==> config.mk <==
export PLATFORM = sky130hd
export DESIGN_NAME = seg7_scan_driver
export DESIGN_NICKNAME = d
export VERILOG_FILES = /design/src/rtl/seg7_scan_driver.sv
export SDC_FILE = /design/constraint.sdc
export NUM_CORES = 1
export LEC_CHECK = 0
export CORE_MARGIN = 2
export CORE_UTILIZATION = 56
export CTS_CLUSTER_DIAMETER = 80
export CTS_CLUSTER_SIZE = 10
export DETAILED_ROUTE_END_ITERATION = 8
export GPL_TIMING_DRIVEN = 0
export PLACE_DENSITY = 0.91
export REMOVE_ABC_BUFFERS = 1
export SYNTH_ARGS = -nofsm -noshare
export SYNTH_HDL_FRONTEND = slang
export SYNTH_SLANG_ARGS = --single-unit
==> constraint.sdc <==
create_clock -name clk_i -period 2.8 [get_ports clk_i]
set_clock_uncertainty 0.1 [all_clocks]
set_input_delay 0.56 -clock clk_i [delete_from_list [all_inputs] [get_ports clk_i]]
set_output_delay 0.56 -clock clk_i [all_outputs]
set_load 0.03 [all_outputs]
==> src/rtl/seg7_scan_driver.sv <==
// ---------------------------------------------------------------------------
// seg7_scan_driver
//
// Purpose:
//    Time-multiplexed driver for the Basys3 4-digit common-anode 7-segment
//    display. Four BCD digits and their decimal points are scanned one digit
//    at a time. New values are double-buffered and only take effect at a
//    frame boundary, so one frame never mixes old and new digits. Leading-zero
//    blanking and an anti-ghost gap at the end of each dwell are optional.
//
// Parameters:
//    CLK_HZ        input clock frequency in Hz
//    REFRESH_HZ    per-digit dwell rate; DWELL = CLK_HZ/REFRESH_HZ cycles
//    GAP_CYCLES    blank cycles at the end of each dwell (0 <= GAP < DWELL)
//    BLANK_LEADING 1 = blank leading zeros on digits 3..1
//
// Ports:
//    clk_i      system clock, rising edge
//    rst_ni     asynchronous active-low reset
//    enable_i   1 = scan display, 0 = all digits off
//    load_i     single-cycle strobe capturing digits_i / dp_i
//    digits_i   BCD digits, [3:0] = digit0 (AN0) ... [15:12] = digit3
//    dp_i       decimal point per digit, 1 = lit
//    seg_o      segments {g,f,e,d,c,b,a}, active-low, registered
//    dp_o       decimal point, active-low, registered
//    an_o       digit anodes, active-low, registered
//    frame_o    1-cycle pulse when the scan index wraps 3 -> 0
// ---------------------------------------------------------------------------
module seg7_scan_driver #(
   parameter int CLK_HZ        = 100_000_000,
   parameter int REFRESH_HZ    = 1_000,
   parameter int GAP_CYCLES    = 1_000,
   parameter bit BLANK_LEADING = 1'b1
) (
   input  logic        clk_i,
   input  logic        rst_ni,
   input  logic        enable_i,
   input  logic        load_i,
   input  logic [15:0] digits_i,
   input  logic [3:0]  dp_i,
   output logic [6:0]  seg_o,
   output logic        dp_o,
   output logic [3:0]  an_o,
   output logic        frame_o
);

   localparam int DWELL = CLK_HZ / REFRESH_HZ;
   // One spare bit of headroom so SHOW_LEN == DWELL (GAP_CYCLES = 0) still fits.
   localparam int CW = $clog2(DWELL + 1);
   localparam logic [CW-1:0] CNT_LAST = CW'(DWELL - 1);
   localparam logic [CW-1:0] SHOW_LEN = CW'(DWELL - GAP_CYCLES);

   localparam logic [6:0] SEG_OFF = 7'b1111111;

   // Active-low segment pattern for one BCD nibble; non-BCD codes are blank.
   function automatic logic [6:0] bcdToSeg(input logic [3:0] nib);
      logic [6:0] s;
      case (nib)
         4'd0:    s = 7'b1000000;
         4'd1:    s = 7'b1111001;
         4'd2:    s = 7'b0100100;
         4'd3:    s = 7'b0110000;
         4'd4:    s = 7'b0011001;
         4'd5:    s = 7'b0010010;
         4'd6:    s = 7'b0000010;
         4'd7:    s = 7'b1111000;
         4'd8:    s = 7'b0000000;
         4'd9:    s = 7'b0010000;
         default: s = SEG_OFF;
      endcase
      return s;
   endfunction

   logic [CW-1:0] cnt_q, cnt_d;
   logic [1:0]    idx_q, idx_d;
   logic [15:0]   activeDig_q, activeDig_d;
   logic [3:0]    activeDp_q, activeDp_d;
   logic [15:0]   pendDig_q, pendDig_d;
   logic [3:0]    pendDp_q, pendDp_d;
   logic          pend_q, pend_d;
   logic [6:0]    seg_q, seg_d;
   logic          dp_q, dp_d;
   logic [3:0]    an_q, an_d;
   logic          frame_q, frame_d;

   logic          lastCycle;
   logic          wrap;
   logic [3:0]    curDigit;
   logic [3:0]    zeroAbove;
   logic          blankDigit;

   // Digit i is a leading zero when it and every digit above it are zero.
   // Digit 0 always shows, so its mask bit is tied low.
   always_comb begin
      zeroAbove[3] = (activeDig_q[15:12] == 4'd0);
      zeroAbove[2] = zeroAbove[3] && (activeDig_q[11:8] == 4'd0);
      zeroAbove[1] = zeroAbove[2] && (activeDig_q[7:4] == 4'd0);
      zeroAbove[0] = 1'b0;
      curDigit     = activeDig_q[{idx_q, 2'b00} +: 4];
      blankDigit   = BLANK_LEADING && zeroAbove[idx_q];
      lastCycle    = (cnt_q == CNT_LAST);
      wrap         = lastCycle && (idx_q == 2'd3);
   end

   // Next-state logic: timebase, double buffer and the registered pin values.
   // Pins are computed from the current cnt/idx and registered, so they lag
   // the decode by one cycle. The active buffer only changes on the wrap cycle
   // while scanning, or immediately while idle.
   always_comb begin
      cnt_d       = cnt_q;
      idx_d       = idx_q;
      activeDig_d = activeDig_q;
      activeDp_d  = activeDp_q;
      pendDig_d   = pendDig_q;
      pendDp_d    = pendDp_q;
      pend_d      = pend_q;
      seg_d       = SEG_OFF;
      dp_d        = 1'b1;
      an_d        = 4'b1111;
      frame_d     = 1'b0;

      if (load_i) begin
         pendDig_d = digits_i;
         pendDp_d  = dp_i;
      end

      if (!enable_i) begin
         cnt_d  = '0;
         idx_d  = 2'd0;
         pend_d = 1'b0;
         if (load_i) begin
            activeDig_d = digits_i;
            activeDp_d  = dp_i;
         end else if (pend_q) begin
            activeDig_d = pendDig_q;
            activeDp_d  = pendDp_q;
         end
      end else begin
         if (lastCycle) begin
            cnt_d = '0;
            idx_d = idx_q + 2'd1;
         end else begin
            cnt_d = cnt_q + 1'b1;
         end
         frame_d = wrap;

         // A LOAD landing on the wrap cycle bypasses the pending buffer.
         if (wrap) begin
            pend_d = 1'b0;
            if (load_i) begin
               activeDig_d = digits_i;
               activeDp_d  = dp_i;
            end else if (pend_q) begin
               activeDig_d = pendDig_q;
               activeDp_d  = pendDp_q;
            end
         end else if (load_i) begin
            pend_d = 1'b1;
         end

         if (cnt_q < SHOW_LEN) begin
            an_d  = ~(4'b0001 << idx_q);
            seg_d = blankDigit ? SEG_OFF : bcdToSeg(curDigit);
            dp_d  = ~activeDp_q[idx_q];
         end
      end
   end

   // State and output registers; reset puts the display dark and the scan at digit 0.
   always_ff @(posedge clk_i or negedge rst_ni) begin
      if (!rst_ni) begin
         cnt_q       <= '0;
         idx_q       <= 2'd0;
         activeDig_q <= 16'd0;
         activeDp_q  <= 4'd0;
         pendDig_q   <= 16'd0;
         pendDp_q    <= 4'd0;
         pend_q      <= 1'b0;
         seg_q       <= SEG_OFF;
         dp_q        <= 1'b1;
         an_q        <= 4'b1111;
         frame_q     <= 1'b0;
      end else begin
         cnt_q       <= cnt_d;
         idx_q       <= idx_d;
         activeDig_q <= activeDig_d;
         activeDp_q  <= activeDp_d;
         pendDig_q   <= pendDig_d;
         pendDp_q    <= pendDp_d;
         pend_q      <= pend_d;
         seg_q       <= seg_d;
         dp_q        <= dp_d;
         an_q        <= an_d;
         frame_q     <= frame_d;
      end
   end

   assign seg_o   = seg_q;
   assign dp_o    = dp_q;
   assign an_o    = an_q;
   assign frame_o = frame_q;

endmodule
==> results of run 1 <==
-- per-layer routing --
metal | vias to the layer above | wire (um) | track usage (%)
li1 | 956 | - | -
met1 | 999 | 2600 | 26.7
met2 | 52 | 2890 | 30.8
met3 | 14 | 208 | 4.78
met4 | 0 | 178 | 11.9
met5 | - | 0 | 0
-- power by group through the flow --
stage / Combinational, mW / Sequential (mW) / Clock [mW]
after floorplan: 0.243 / 1.29 / 0
after global placement: 0.415 / 1.26 / 0
after detailed placement: 0.434 / 1.26 / 0
after CTS: 0.438 / 1.25 / 1.05
after global routing: 0.474 / 1.26 / 1.09
final: 0.434 / 1.25 / 1.03
-- flip-flops by register name, summed over array words and instances, names as in the netlist --
name	cells
activeDig_q	16
activeDp_q	4
an_o	4
cnt_q	17
dp_o	1
frame_o	1
idx_q	2
pendDig_q	16
pendDp_q	4
pend_q	1
seg_o	7
-- final cells by class --
class                   instances  area (um2)
inverters                       9        33.8
clock buffers                  10         138
fillers                       408        1830
flip-flops and latches         73        1840
clock inverters                 6         114
repair buffers                 36         358
multi-input cells             162        1410
well taps                      75        93.8
-- cells by family after synthesis --
family                   count (synthesis)
adder cells (fa/ha/maj)                 10
flip-flops                              73
AO/OA/AOI/OAI                           17
AND/OR/NAND/NOR                         72
multiplexers                            47
XOR/XNOR                                16
buffers and inverters                   16
-- worst paths after layout --
kind | from | endpoint | slack, ns
setup / recovery | cnt_q[14] | activeDp_q[1] | 0.28
hold / removal | rst_ni | pendDig_q[0] | 0.22
setup reg to reg | cnt_q[14] | activeDp_q[1] | 0.28
hold reg to reg | cnt_q[0] | cnt_q[0] | 0.38
max in group asynchronous | rst_ni | cnt_q[13] | 1.82
min in group clk_i | cnt_q[0] | cnt_q[0] | 0.38
-- per-stage QoR --
step                hold WS (ns)  setup WS (ns)  power [mW]  setup TNS [ns]  instance area, um2
global placement           0.369          -1.19        1.67          -77.59                3730
finish                     0.223          0.282        2.71               0                3980
detailed placement         0.375        -0.0381        1.70          -0.595                3730
floorplan                  0.164          0.470        1.53               0                3280
CTS                        0.246          0.292        2.73               0                3980
global route               0.298          0.208        2.82               0                3980
-- critical path: stages (launching register included) --
cell and delay, ns:
dfrtp_1 0.42, or4_4 0.57, nor4_4 0.40, a21boi_1 0.15, or2_4 0.39, mux2_4 0.36
-- layout by cell type (no fill, tap or decap), types with 3 or more instances in the layout --
| master | netlist | routed |
|---|---|---|
| and3_1 | 5 | 5 |
| mux2_4 | 20 | 20 |
| clkbuf_8 | 0 | 10 |
| ha_1 | 10 | 10 |
| inv_1 | 9 | 9 |
| nand4_1 | 3 | 3 |
| o21ai_0 | 7 | 7 |
| and2_1 | 5 | 5 |
| mux4_2 | 5 | 5 |
| dfrtp_1 | 61 | 61 |
| xnor2_1 | 8 | 8 |
| nand3_1 | 10 | 10 |
| a21oi_1 | 3 | 3 |
| dfstp_2 | 12 | 12 |
| nor4_1 | 4 | 4 |
| mux2_2 | 21 | 21 |
| clkdlybuf4s50_1 | 0 | 35 |
| nor2_1 | 23 | 23 |
| bufinv_16 | 0 | 3 |
| nand2_1 | 11 | 11 |
| xor2_1 | 8 | 8 |
==> results.sh, run 1 <==
export IMPL_synth_top_family_by_area="multiplexers"
export IMPL_utilization_pct=68.5
export IMPL_cp_required_ns=2.94
export IMPL_synth_top_cell_area_share_pct=46.0
export IMPL_drcViolationCount=0
export IMPL_firstDrtPassIters=4
export IMPL_vias=2021
export IMPL_grt_pass1_vias=1966
export IMPL_muxShareOfSynthArea_pct=19.8
export IMPL_synthAdderAreaFrac_pct=3.77
export IMPL_drt_total_wl_um=5880
export IMPL_drv_cap=0
export IMPL_die_h_um=81.0
export IMPL_worstPathMaxFanout=20
export IMPL_cts_setup_buffers=0
export IMPL_fin_nets=325
export IMPL_synthSimpleGateAreaFrac_pct=11.3
export IMPL_max_vdd_ir_drop_mv=0.396
export IMPL_cts_buffers=9
export IMPL_drv_slew=0
export IMPL_finalSetupViolations=0
export IMPL_final_cells=371
export IMPL_grt_setup_unrepaired="no"
export IMPL_diodes=0
export IMPL_avgSynthCellArea_um2=13.2
export IMPL_p_switching_mw=0.682
export IMPL_syn_to_final_growth_pct=19.9
export IMPL_synth_compound_area_share_pct=3.13
export IMPL_port_buffers=36
export IMPL_fmax_mhz=397
export IMPL_grt_max_degree=74
export IMPL_netlist_top_cells_count="dfrtp_1 (61), nor2_1 (23), mux2_2 (21)"
export IMPL_clkPwrFrac_pct=38.0
export IMPL_relSlewSlack_pct=38.7
export IMPL_synthArstFlopShare_pct=100
export IMPL_cts_path_max_buffers=2
export IMPL_clk_latency_ns=0.36
export IMPL_crit_type="flop to flop"
export IMPL_yosysMostFrequentCell="dfrtp_1"
export IMPL_wl_per_cell_um=15.8
export IMPL_ctsHoldBuffers=0
export IMPL_synth_largest_area_cell="dfrtp_1"
export IMPL_hold_path_class="primary input to asynchronous set/reset pin"
export IMPL_worstPathArrival_ns=2.66
export IMPL_cts_tree="yes"
export IMPL_seq_power_share_pct=46.0
export IMPL_grt_ovfl_total=0
export IMPL_rows=28
export IMPL_status="completed"
export IMPL_period_share_pct=89.9
export IMPL_ys_types=35
export IMPL_ys_dominant_reg_cell="dfrtp_1"
export IMPL_hpwl_um=3900
export IMPL_worst_setup_hold_path_clk_slew_ns=0.08
export IMPL_end_kind="flop"
export IMPL_place_congestion=0.777
export IMPL_r2r_cells=5
export IMPL_yosysSeqAreaShare_pct=55.4
export IMPL_switching_share_pct=25.1
export IMPL_initial_core_util_pct=57.1
export IMPL_pwr_share_comb_pct=16.0
export IMPL_drtIter0Drc=126
export IMPL_die_area_mm2=0.00656
export IMPL_htree_levels=3
export IMPL_die_w_um=81.0
export IMPL_ys_warn_count=0
export IMPL_final_layout_size_suffix_gt1_share_pct=26.7
export IMPL_power_internal_mw=2.03
export IMPL_grtUsageTotal_pct=20.3
export IMPL_drtAntennaViolNets=0
export IMPL_grt_pass1_wl_um=9600
export IMPL_syn_inst=251
export IMPL_root_buffer="clkbuf_8"
export IMPL_core_area_mm2=0.00582
export IMPL_netlist_area_mm2=0.00332
export IMPL_synth_edf_count=0
export IMPL_dp_cells=355
export IMPL_leakage_nw=1.73
export IMPL_power_density_mw_per_mm2=681
export IMPL_worst_slew_pin_slew_ns=0.916
export IMPL_synthTopCellsByArea="dfrtp_1 (46%), dfstp_2 (9.5%), mux2_4 (9.0%), mux2_2 (7.1%), ha_1 (3.8%)"
export IMPL_min_period_ns=2.52
export IMPL_startpoint_type="flop"
export IMPL_antenna_found_initial=0
export IMPL_num_io_pins=37
export IMPL_yosys_register_bits=73
export IMPL_yosys_area_share_xor_xnor_pct=4.22
export IMPL_vias_per_cell=5.45
export IMPL_finalHoldViolations=0
export IMPL_clock_sinks=73
export IMPL_cts_resized_gates=0
Note: power is estimated with default switching activity, not from simulation.
==> inputs of run 2 (changes only) <==
--- a/config.mk
+++ b/config.mk
@@ -5,8 +5,11 @@
 export SDC_FILE = /design/constraint.sdc
 export NUM_CORES = 1
 export LEC_CHECK = 0
+export ABC_AREA = 1
+export CELL_PAD_IN_SITES_DETAIL_PLACEMENT = 0
+export CELL_PAD_IN_SITES_GLOBAL_PLACEMENT = 1
 export CORE_MARGIN = 2
-export CORE_UTILIZATION = 56
+export CORE_UTILIZATION = 42
 export CTS_CLUSTER_DIAMETER = 80
 export CTS_CLUSTER_SIZE = 10
 export DETAILED_ROUTE_END_ITERATION = 8
==> results.sh, run 2 <==
export IMPL_antenna_found_initial=0
export IMPL_cts_setup_buffers=0
export IMPL_worstPathMaxFanout=22
export IMPL_r2r_end="seg_o[3]"
export IMPL_final_cell_mix="nand2_1 (172), dfrtp_1 (61), nand3_1 (51)"
export IMPL_avgSynthCellArea_um2=7.98
export IMPL_final_cells=593
export IMPL_core_area_mm2=0.00826
export IMPL_worst_setup_hold_path_clk_slew_ns=0.08
export IMPL_wl_per_cell_um=12.2
export IMPL_crit_path_top_delay_cell="dlygate4sd2_1"
export IMPL_drv_cap=0
export IMPL_worst_slew_pin_slew_ns=0.893
export IMPL_rows=33
export IMPL_drtAntennaViolNets=0
export IMPL_vias_per_cell=4.93
export IMPL_p_switching_mw=0.816
export IMPL_power_density_mw_per_mm2=645
export IMPL_dp_cells=576
export IMPL_path_depth=6
export IMPL_num_io_pins=37
export IMPL_path_delay_family="buffers and inverters"
export IMPL_status="completed"
export IMPL_max_vdd_ir_drop_mv=0.275
export IMPL_end_kind="flop"
export IMPL_cts_buffers=9
export IMPL_synth_edf_count=0
export IMPL_ys_dominant_reg_cell="dfrtp_1"
export IMPL_finalHoldViolations=0
export IMPL_syn_to_final_growth_pct=17.3
export IMPL_crit_top_cell="nand2_1"
export IMPL_grt_pass1_wl_um=12600
export IMPL_switching_share_pct=30.0
export IMPL_regToRegStartpoint="idx_q[0]"
export IMPL_clk_latency_ns=0.36
export IMPL_slowest_delay_ns=0.74
export IMPL_synth_top_cell_area_share_pct=42.5
export IMPL_hold_worst_slack_ns=0.193
export IMPL_die_h_um=96.5
export IMPL_netlist_top_cells_count="nand2_1 (173), dfrtp_1 (61), nand3_1 (51)"
export IMPL_fin_nets=517
export IMPL_drtIter0Drc=131
export IMPL_crit_type="primary input to flop"
export IMPL_hold_path_class="primary input to asynchronous set/reset pin"
export IMPL_fmax_mhz=400
export IMPL_drcViolationCount=0
export IMPL_place_congestion=0.827
export IMPL_synth_largest_area_cell="dfrtp_1"
export IMPL_cts_tree="yes"
export IMPL_power_internal_mw=1.90
export IMPL_finalSetupViolations=0
export IMPL_die_area_mm2=0.00930
export IMPL_vias=2925
export IMPL_initial_core_util_pct=43.5
export IMPL_setup_tns_ns=0
export IMPL_min_period_ns=2.50
export IMPL_syn_inst=450
export IMPL_relSlewSlack_pct=40.5
export IMPL_cts_path_max_buffers=2
export IMPL_drt_total_wl_um=7220
export IMPL_utilization_pct=51.0
export IMPL_root_buffer="clkbuf_8"
export IMPL_crit_chain="dlygate4sd2_1 > clkinvlp_4 > nand2_2 > nand2_4 > nand2_1 > nand2_1"
export IMPL_clkPwrFrac_pct=33.6
export IMPL_firstDrtPassIters=6
export IMPL_port_buffers=36
export IMPL_ys_warn_count=0
export IMPL_grt_ovfl_total=0
export IMPL_yosysSeqAreaShare_pct=51.3
export IMPL_seq_power_share_pct=46.1
export IMPL_htree_levels=3
export IMPL_cp_required_ns=2.95
export IMPL_hpwl_um=5080
export IMPL_synthArstFlopShare_pct=100
export IMPL_period_share_pct=89.2
export IMPL_grt_setup_unrepaired="no"
export IMPL_layout_commonest_cell="nand2_1"
export IMPL_top_register="cnt_q"
export IMPL_pwr_share_comb_pct=20.3
export IMPL_worstPathArrival_ns=2.65
export IMPL_worst_r2r_setup_slack_ns=0.58
export IMPL_r2r_cells=9
export IMPL_top_regs="cnt_q x17, activeDig_q x16, pendDig_q x16"
export IMPL_die_w_um=96.5
export IMPL_crit_buf_inv=2
export IMPL_power_mw=2.72
export IMPL_drv_slew=0
export IMPL_final_layout_size_suffix_gt1_share_pct=9.22
export IMPL_grt_pass1_vias=2706
export IMPL_clock_sinks=73
export IMPL_startpoint_type="primary input"
export IMPL_grtUsageTotal_pct=17.6
export IMPL_diodes=0
export IMPL_synthTopCellsByArea="dfrtp_1 (43%), nand2_1 (18%), dfstp_2 (8.8%), nand3_1 (7.1%), nor2_1 (4.6%)"
export IMPL_netlist_area_mm2=0.00359
export IMPL_yosysMostFrequentCell="nand2_1"
export IMPL_yosys_register_bits=73
export IMPL_largest_register_ffs=17
export IMPL_leakage_nw=2.06
export IMPL_ys_types=30
export IMPL_grt_max_degree=74
==> run 2: cell count changes after synthesis, sizes merged, moves of 4 or more <==
cell,change
mux2,-41
nor4,-5
inv,+22
nand2,+168
nand4,+4
buf,+7
xor2,-5
nor2,+25
xnor2,-6
nor3,+5
mux4,-5
and3,-4
nand3,+42
==> run 2: cell type report <==
| class | count | area [um2] |
|---|---|---|
| inverter | 32 | 126 |
| timing repair buffer | 36 | 357 |
| clock buffer | 9 | 124 |
| multi-input combinational | 330 | 1530 |
| clock inverter | 7 | 95.1 |
| sequential | 73 | 1840 |
| timing repair inverter | 1 | 5.00 |
| fill | 809 | 4050 |
| tap | 105 | 131 |
==> run 2: worst max path at each step <==
stage                 from             end  slack (ns)
floorplan           load_i  activeDig_q[0]        0.91
global placement    rst_ni    pendDig_q[1]       -1.27
detailed placement  load_i  activeDig_q[8]       -0.70
CTS                 load_i  activeDig_q[8]        0.23
global route        load_i  activeDig_q[8]        0.05
finish              load_i  activeDig_q[8]        0.30
==> run 2: logic make-up after synthesis <==
kind of cell | share of synthesized area, %
xor gates and xnor gates | 1.22
buffers and inverters | 6.13
AOI/OAI and AO/OA | 2.27
and+or+nand+nor | 35.6
adders and majority gates | 3.49
DFF | 51.3
==> run 2: metrics by stage <==
step                area (um2)  setup WS, ns
floorplan                 3490         0.906
global placement          3980         -1.27
detailed placement        3980        -0.701
CTS                       4210         0.225
global route              4210        0.0544
finish                    4210         0.301
==> run 2: power by group through the flow <==
stage / combinational, mW / sequential (mW) / clock (mW)
6_report: 0.551 / 1.25 / 0.912
3_3_place_gp: 0.541 / 1.27 / 0
2_1_floorplan: 0.279 / 1.34 / 0
4_1_cts: 0.558 / 1.26 / 0.930
3_5_place_dp: 0.555 / 1.27 / 0
5_1_grt: 0.628 / 1.27 / 0.978
==> run 2: layer usage <==
metal / GRT usage, % / part of all wire (%) / routed length [um] / vias up
li1: - / - / - / 1484
met1: 25.2 / 49 / 3550 / 1363
met2: 26.1 / 45 / 3230 / 66
met3: 3.41 / 4.3 / 312 / 12
met4: 7.86 / 1.9 / 136 / 0
met5: 0 / 0 / 0 / -
==> run 2: what timing repair did <==
action,in CTS,in global routing
hold buffers,0,0
endpoints found under the setup margin,20,0
resized for setup,3,0
==> run 2: worst reg2reg max path: stages, from the launching register on <==
cell     delay (ns)
dfrtp_1        0.55
inv_1          0.42
nand2_1        0.10
nand3_1        0.08
and2_1         0.20
inv_1          0.10
ha_1           0.28
nand3_1        0.10
nand3_1        0.11
nand4_1        0.09
